File: src/rtl/lsu_ctrl.sv
// lsu_ctrl -- load/store sequencer between the MEM stage and the data bus.
//
// Accepts one memory instruction at a time, checks its alignment, issues a
// single word-aligned bus transaction with byte enables and replicated store
// data, waits for a variable-latency ack (bounded by TIMEOUT), and returns
// extended load data with a one-cycle completion pulse.
//
// Ports:
//   clk, reset (async, active-low)
//   req_valid/req_we/req_op/req_addr/req_wdata : request from the MEM stage
//   flush                                      : pipeline flush
//   stall                                      : hold the pipeline (combinational)
//   resp_valid/rdata/exc_code                  : completion (registered)
//   bus_req/bus_we/bus_addr/bus_be/bus_wdata   : bus request (registered)
//   bus_ack/bus_rdata                          : bus response
module lsu_ctrl #(
  parameter int unsigned TIMEOUT = 255
) (
  input  logic        clk,
  input  logic        reset,
  input  logic        req_valid,
  input  logic        req_we,
  input  logic [2:0]  req_op,
  input  logic [31:0] req_addr,
  input  logic [31:0] req_wdata,
  input  logic        flush,
  output logic        stall,
  output logic        resp_valid,
  output logic [31:0] rdata,
  output logic [1:0]  exc_code,
  output logic        bus_req,
  output logic        bus_we,
  output logic [31:0] bus_addr,
  output logic [3:0]  bus_be,
  output logic [31:0] bus_wdata,
  input  logic        bus_ack,
  input  logic [31:0] bus_rdata
);

  typedef enum logic [1:0] {IDLE, WAIT, DONE, DRAIN} state_t;

  localparam logic [1:0]  EXC_NONE = 2'b00;
  localparam logic [1:0]  EXC_ADEL = 2'b01;
  localparam logic [1:0]  EXC_ADES = 2'b10;
  localparam logic [1:0]  EXC_TMO  = 2'b11;
  // Last counter value before the timeout fires; the counter starts at 0
  // in the first WAIT cycle.
  localparam logic [15:0] CNT_LAST = 16'(TIMEOUT - 1);

  state_t      state_reg;
  logic [15:0] cnt_reg;
  logic [1:0]  a_reg;
  logic [2:0]  op_reg;

  // Request decode (IDLE side)
  logic        is_byte;
  logic        is_half;
  logic        aligned;
  logic [3:0]  be_next;
  logic [31:0] wdata_next;

  always_comb begin
    is_byte    = (req_op == 3'd1) || (req_op == 3'd2);
    is_half    = (req_op == 3'd3) || (req_op == 3'd4);
    aligned    = 1'b1;
    be_next    = 4'b1111;
    wdata_next = req_wdata;
    if (is_half) begin
      aligned = ~req_addr[0];
    end else if (!is_byte) begin
      aligned = (req_addr[1:0] == 2'b00);
    end
    if (req_we) begin
      if (is_byte) begin
        be_next    = 4'b0001 << req_addr[1:0];
        wdata_next = {4{req_wdata[7:0]}};
      end else if (is_half) begin
        be_next    = req_addr[1] ? 4'b1100 : 4'b0011;
        wdata_next = {2{req_wdata[15:0]}};
      end
    end
  end

  // Load extension (WAIT side), driven by the address/op captured at accept
  logic [7:0]  lane [4];
  logic [7:0]  sel_byte;
  logic [15:0] sel_half;
  logic [31:0] load_ext;

  generate
    for (genvar gi = 0; gi < 4; gi++) begin : g_lane
      assign lane[gi] = bus_rdata[8*gi +: 8];
    end
  endgenerate

  always_comb begin
    sel_byte = lane[a_reg];
    sel_half = a_reg[1] ? bus_rdata[31:16] : bus_rdata[15:0];
    case (op_reg)
      3'd1:    load_ext = {24'b0, sel_byte};
      3'd2:    load_ext = {{24{sel_byte[7]}}, sel_byte};
      3'd3:    load_ext = {16'b0, sel_half};
      3'd4:    load_ext = {{16{sel_half[15]}}, sel_half};
      default: load_ext = bus_rdata;
    endcase
  end

  // The pipeline is released in the cycle the response pulses; a flush
  // releases it immediately except while an abandoned access drains.
  assign stall = (req_valid & ~resp_valid & ~flush) | (state_reg == DRAIN);

  always_ff @(posedge clk or negedge reset) begin
    if (!reset) begin
      state_reg  <= IDLE;
      cnt_reg    <= '0;
      a_reg      <= '0;
      op_reg     <= '0;
      resp_valid <= 1'b0;
      rdata      <= '0;
      exc_code   <= EXC_NONE;
      bus_req    <= 1'b0;
      bus_we     <= 1'b0;
      bus_addr   <= '0;
      bus_be     <= '0;
      bus_wdata  <= '0;
    end else begin
      case (state_reg)
        IDLE: begin
          resp_valid <= 1'b0;
          if (req_valid && !flush) begin
            if (!aligned) begin
              state_reg  <= DONE;
              resp_valid <= 1'b1;
              exc_code   <= req_we ? EXC_ADES : EXC_ADEL;
              rdata      <= '0;
            end else begin
              state_reg <= WAIT;
              cnt_reg   <= '0;
              a_reg     <= req_addr[1:0];
              op_reg    <= req_op;
              bus_req   <= 1'b1;
              bus_we    <= req_we;
              bus_addr  <= {req_addr[31:2], 2'b00};
              bus_be    <= be_next;
              bus_wdata <= wdata_next;
            end
          end
        end

        WAIT: begin
          if (bus_ack) begin
            // An ack always completes the access; a simultaneous flush only
            // hides the response from the pipeline.
            state_reg  <= DONE;
            bus_req    <= 1'b0;
            bus_we     <= 1'b0;
            resp_valid <= ~flush;
            exc_code   <= EXC_NONE;
            rdata      <= bus_we ? 32'b0 : load_ext;
          end else if (flush) begin
            if (cnt_reg == CNT_LAST) begin
              state_reg <= IDLE;
              bus_req   <= 1'b0;
              bus_we    <= 1'b0;
            end else begin
              state_reg <= DRAIN;
              cnt_reg   <= cnt_reg + 16'd1;
            end
          end else if (cnt_reg == CNT_LAST) begin
            state_reg  <= DONE;
            bus_req    <= 1'b0;
            bus_we     <= 1'b0;
            resp_valid <= 1'b1;
            exc_code   <= EXC_TMO;
            rdata      <= '0;
          end else begin
            cnt_reg <= cnt_reg + 16'd1;
          end
        end

        DONE: begin
          resp_valid <= 1'b0;
          state_reg  <= IDLE;
        end

        DRAIN: begin
          // The counter keeps running from its WAIT value so a flushed access
          // cannot hang the sequencer longer than a normal one.
          if (bus_ack || (cnt_reg == CNT_LAST)) begin
            state_reg <= IDLE;
            bus_req   <= 1'b0;
            bus_we    <= 1'b0;
          end else begin
            cnt_reg <= cnt_reg + 16'd1;
          end
        end

        default: state_reg <= IDLE;
      endcase
    end
  end

endmodule

File: config.mk
export PLATFORM = sky130hd
export DESIGN_NAME = lsu_ctrl
export DESIGN_NICKNAME = d
export VERILOG_FILES = /design/src/rtl/lsu_ctrl.sv
export SDC_FILE = /design/constraint.sdc
export NUM_CORES = 1
export LEC_CHECK = 0
export ABC_CLOCK_PERIOD_IN_PS = 4600
export BUFFER_PORTS_ARGS = -buffer_cell sky130_fd_sc_hd__buf_2
export CAP_MARGIN = 20
export CORE_MARGIN = 2
export CORE_UTILIZATION = 55
export DETAILED_ROUTE_END_ITERATION = 12
export PLACE_DENSITY = 0.83
export SLEW_MARGIN = 20
export SYNTH_ARGS = -nofsm -noshare
export SYNTH_HDL_FRONTEND = slang
export SYNTH_SLANG_ARGS = --single-unit
File: constraint.sdc
create_clock -name clk -period 4.6 [get_ports clk]
set_input_delay 0.92 -clock clk [delete_from_list [all_inputs] [get_ports clk]]
set_output_delay 0.92 -clock clk [all_outputs]
set_load 0.02 [all_outputs]
==> results.txt <==
setup slack, reg-to-reg: 1890 ps
H-tree depth: 4
Syn-to-layout area delta: 27.16%
#FFs+latches synth: 126
overall routing resource usage: 0.2867
Setup CP Type: register to register
Tmin final: 2709 ps
status: finished, final reports clean
Fin Setup TNS: 0 ps
fin. max-slew vios: 0
met2 Use GR: 0.4493
relative slew slack: 0.2954
PwrDens: 738.2 mW/mm^2
CP max stage delay: 860 ps
Critical Path, Cell by Cell: mux4_2, or3b_4, a21boi_0, o22a_1, a32o_1
post-CTS setup buffers: 0
Worst Setup SP: a_reg[1]$_DFFE_PN0P_
I/O pins: 211
fmax: 0.3692 GHz
switching share of total power: 0.4201
top area cells in the synthesized netlist: dfrtp_1 49%, nand2_1 11%, o21ai_0 3.7%
pin count of the biggest net entering global routing: 127
Fill cells: 900
register area share after synthesis: 0.4916
vias in the first global route: 5765
Reg power frac: 0.326
critical path arrival: 3010 ps
crit path capture type: register
1st-iter DRT viols: 483
Total Power: 0.006020 W
Fin. Hold Viols: 0
Psw: 0.002529 W
Combinational Power Share: 0.428
Die Area: 0.01254 mm^2
Clk Latency, worst-skew pair: 420 ps
TritonRoute pass-1 iters: 5
Worst path depth: 5
syn avg cell area: 9.046 um^2
dpl hpwl: 12.00 mm
Remaining DRCs: 0
count leader, synth: nand2_1
HP Start: bus_wdata[6]$_DFFE_PN0P_
Clock transition at path regs: 60 ps
met3 Use GR: 0.08655
Max stage delay cell, worst path: dfrtp_1
vias: 6088
Worst Tran Pin Value: 1043 ps
clk root buf: clkbuf_16
Crit Path Max Fanout: 19
sum of buffers and inverters on the critical path: 0
Synth top cells by count: 184 x nand2_1, 126 x dfrtp_1, 52 x nor2_1
Max rail drop VDD: 0.0004816 V
TritonCTS Buffers: 17
Hold/Removal Path Class: register to register
CTS Hold Bufs: 0
EDFF count, synth: 0
R2R cell count: 5
initial antenna violation count: 0
total overflow reported by the global router: 0
reg2reg end: rdata[8]$_DFFE_PN0P_
crit path to: rdata[8]$_DFFE_PN0P_
Post-Syn Instances: 709
Synth async-reset ratio: 1.000
Resized cells post-CTS: 0
placer congestion estimate: 0.8741
maxcap violations: 0
Ant. Diodes: 0
CTS tree: done
Critical Path RT: 4900 ps
Final #Nets: 1008
chip height: 112.0 um
busiest layer in global routing: met2
cell taking the most area after synthesis: dfrtp_1
grt met1 use: 0.3809
first-pass GRT wire length: 28.78 mm
Die Span X: 112.0 um
Synth top area share: 0.4916
Initial Util: 0.5617
clock tree buffer depth: 2
Largest regs: bus_wdata: 32 flops, rdata: 32 flops, bus_addr: 30 flops
Internal Power: 0.003491 W
Core Area: 0.01142 mm^2
antenna viol nets, final: 0
Vias/cell: 5.787
Clock Power Share: 0.246
Netlist Area Pre-Place: 0.006414 mm^2
predominant post-synthesis flop cell: dfrtp_1
wirelength, routed: 17.56 mm
reg-to-reg startpoint: a_reg[1]$_DFFE_PN0P_
I/O Buffers: 208
Startpoint Class: register
final critical-path share of the clock period: 0.5888
synth unique cells: 64
layout cell share with drive strength beyond 1: 0.2827
top cell family by delay on the critical path: flip-flops
Static Leak: 4.118 nW
WL per Instance: 16.70 um
number of core rows: 39
Synthesis Warnings: 0
RSZ-0062 raised after global routing: false
skew final: 5.508 ps
clock sinks: 126
# setup viols final: 0
worst reg2reg max path: cells and delay by family (launching register included):
| family | cells | cell delay [ps] |
|---|---|---|
| DFF | 1 | 860 |
| muxes | 1 | 660 |
| AOI/OAI and AO/OA | 3 | 630 |
| and+or+nand+nor | 1 | 440 |
final cells by class:
cell class | count | area [um^2] | share of cell area
well taps | 143 | 178.9 | 0.02194
clock buffers | 19 | 442.9 | 0.05431
flip-flops and latches | 126 | 3153 | 0.3866
inverters | 13 | 48.80 | 0.005983
clock inverters | 13 | 210.2 | 0.02577
repair buffers | 214 | 1101 | 0.1350
multi-input cells | 524 | 3020 | 0.3704
through the flow:
| stage | setup WS [ps] | instance area (um^2) | util | cells | hold slack [ps] |
|---|---|---|---|---|---|
| detailed placement | 1538 | 7502 | 0.6570 | 1020 | 457.5 |
| CTS | 1914 | 8155 | 0.7142 | 1052 | 472.4 |
| floorplan | 1975 | 6417 | - | 710 | 462.7 |
| finish | 1891 | 8155 | 0.7142 | 1052 | 468.5 |
| global route | 1696 | 8155 | 0.7142 | 1052 | 495.9 |
| global placement | 1613 | 7502 | 0.6570 | 1020 | 452.2 |
power groups by stage:
| stage | Combinational, W | Sequential, W | Clock (W) |
|---|---|---|---|
| after global routing | 0.00282 | 0.00202 | 0.00156 |
| after global placement | 0.00252 | 0.00195 | 0 |
| after CTS | 0.00258 | 0.00195 | 0.00150 |
| after floorplan | 0.00126 | 0.00238 | 0 |
| after detailed placement | 0.00258 | 0.00195 | 0 |
| final | 0.00258 | 0.00196 | 0.00148 |
layout by cell type, fill, tap and decap left out, types with 3 or more instances in the layout:
cell type | synthesis | routed
a221oi_1 | 8 | 8
nor4b_1 | 3 | 3
nor3_1 | 5 | 5
buf_2 | 8 | 207
nand2_1 | 184 | 184
and3_1 | 4 | 3
nor2b_1 | 5 | 5
nand2b_1 | 12 | 12
nor2_1 | 52 | 52
mux2i_1 | 19 | 19
bufinv_16 | 0 | 5
dfrtp_1 | 126 | 126
o31ai_1 | 12 | 12
inv_1 | 12 | 12
o41ai_1 | 4 | 4
o211ai_1 | 3 | 3
a32o_1 | 6 | 6
a21oi_1 | 17 | 17
clkbuf_16 | 0 | 17
o22ai_1 | 9 | 9
buf_4 | 2 | 6
o21a_1 | 3 | 3
o2bb2ai_1 | 24 | 24
a31oi_1 | 11 | 11
nand3_1 | 9 | 8
a41oi_1 | 3 | 3
o22a_1 | 7 | 7
and3b_1 | 3 | 3
or3_1 | 4 | 4
nand4_1 | 7 | 7
clkinvlp_4 | 0 | 5
a21boi_0 | 6 | 6
mux2_2 | 4 | 4
o21ai_1 | 9 | 9
ha_1 | 7 | 7
o21ai_0 | 48 | 48
cells by family (layout without fill, tap and decap cells):
group | count (synthesis) | count (layout) | synth area share
AND/OR/NAND/NOR | 297 | 297 | 0.1998
AO/OA/AOI/OAI | 189 | 189 | 0.2076
flip-flops | 126 | 126 | 0.4916
buffers and inverters | 60 | 259 | 0.03902
multiplexers | 26 | 26 | 0.04370
adder cells (fa/ha/maj) | 7 | 7 | 0.01366
XOR/XNOR | 3 | 3 | 0.004098
other | 1 | 2 | 0.0005847
layer usage:
| metal | part of all wire | wire length (um) | vias up |
|---|---|---|---|
| li1 | - | - | 2877 |
| met1 | 0.43 | 7482 | 2902 |
| met3 | 0.079 | 1389 | 30 |
| met5 | 0 | 0 | - |
| met2 | 0.47 | 8272 | 279 |
| met4 | 0.024 | 420 | 0 |
how the worst min path moves through the flow:
stage                     slack (ps)                        to  cells after the start
final                            470  bus_wdata[6]$_DFFE_PN0P_                      2
after global routing             500  bus_wdata[6]$_DFFE_PN0P_                      2
after CTS                        470  bus_wdata[6]$_DFFE_PN0P_                      2
after detailed placement         460  bus_wdata[6]$_DFFE_PN0P_                      2
after global placement           450  bus_addr[26]$_DFFE_PN0P_                      2
after floorplan                  460    cnt_reg[5]$_DFFE_PN0P_                      1
Note: power is estimated with default switching activity, not from simulation.
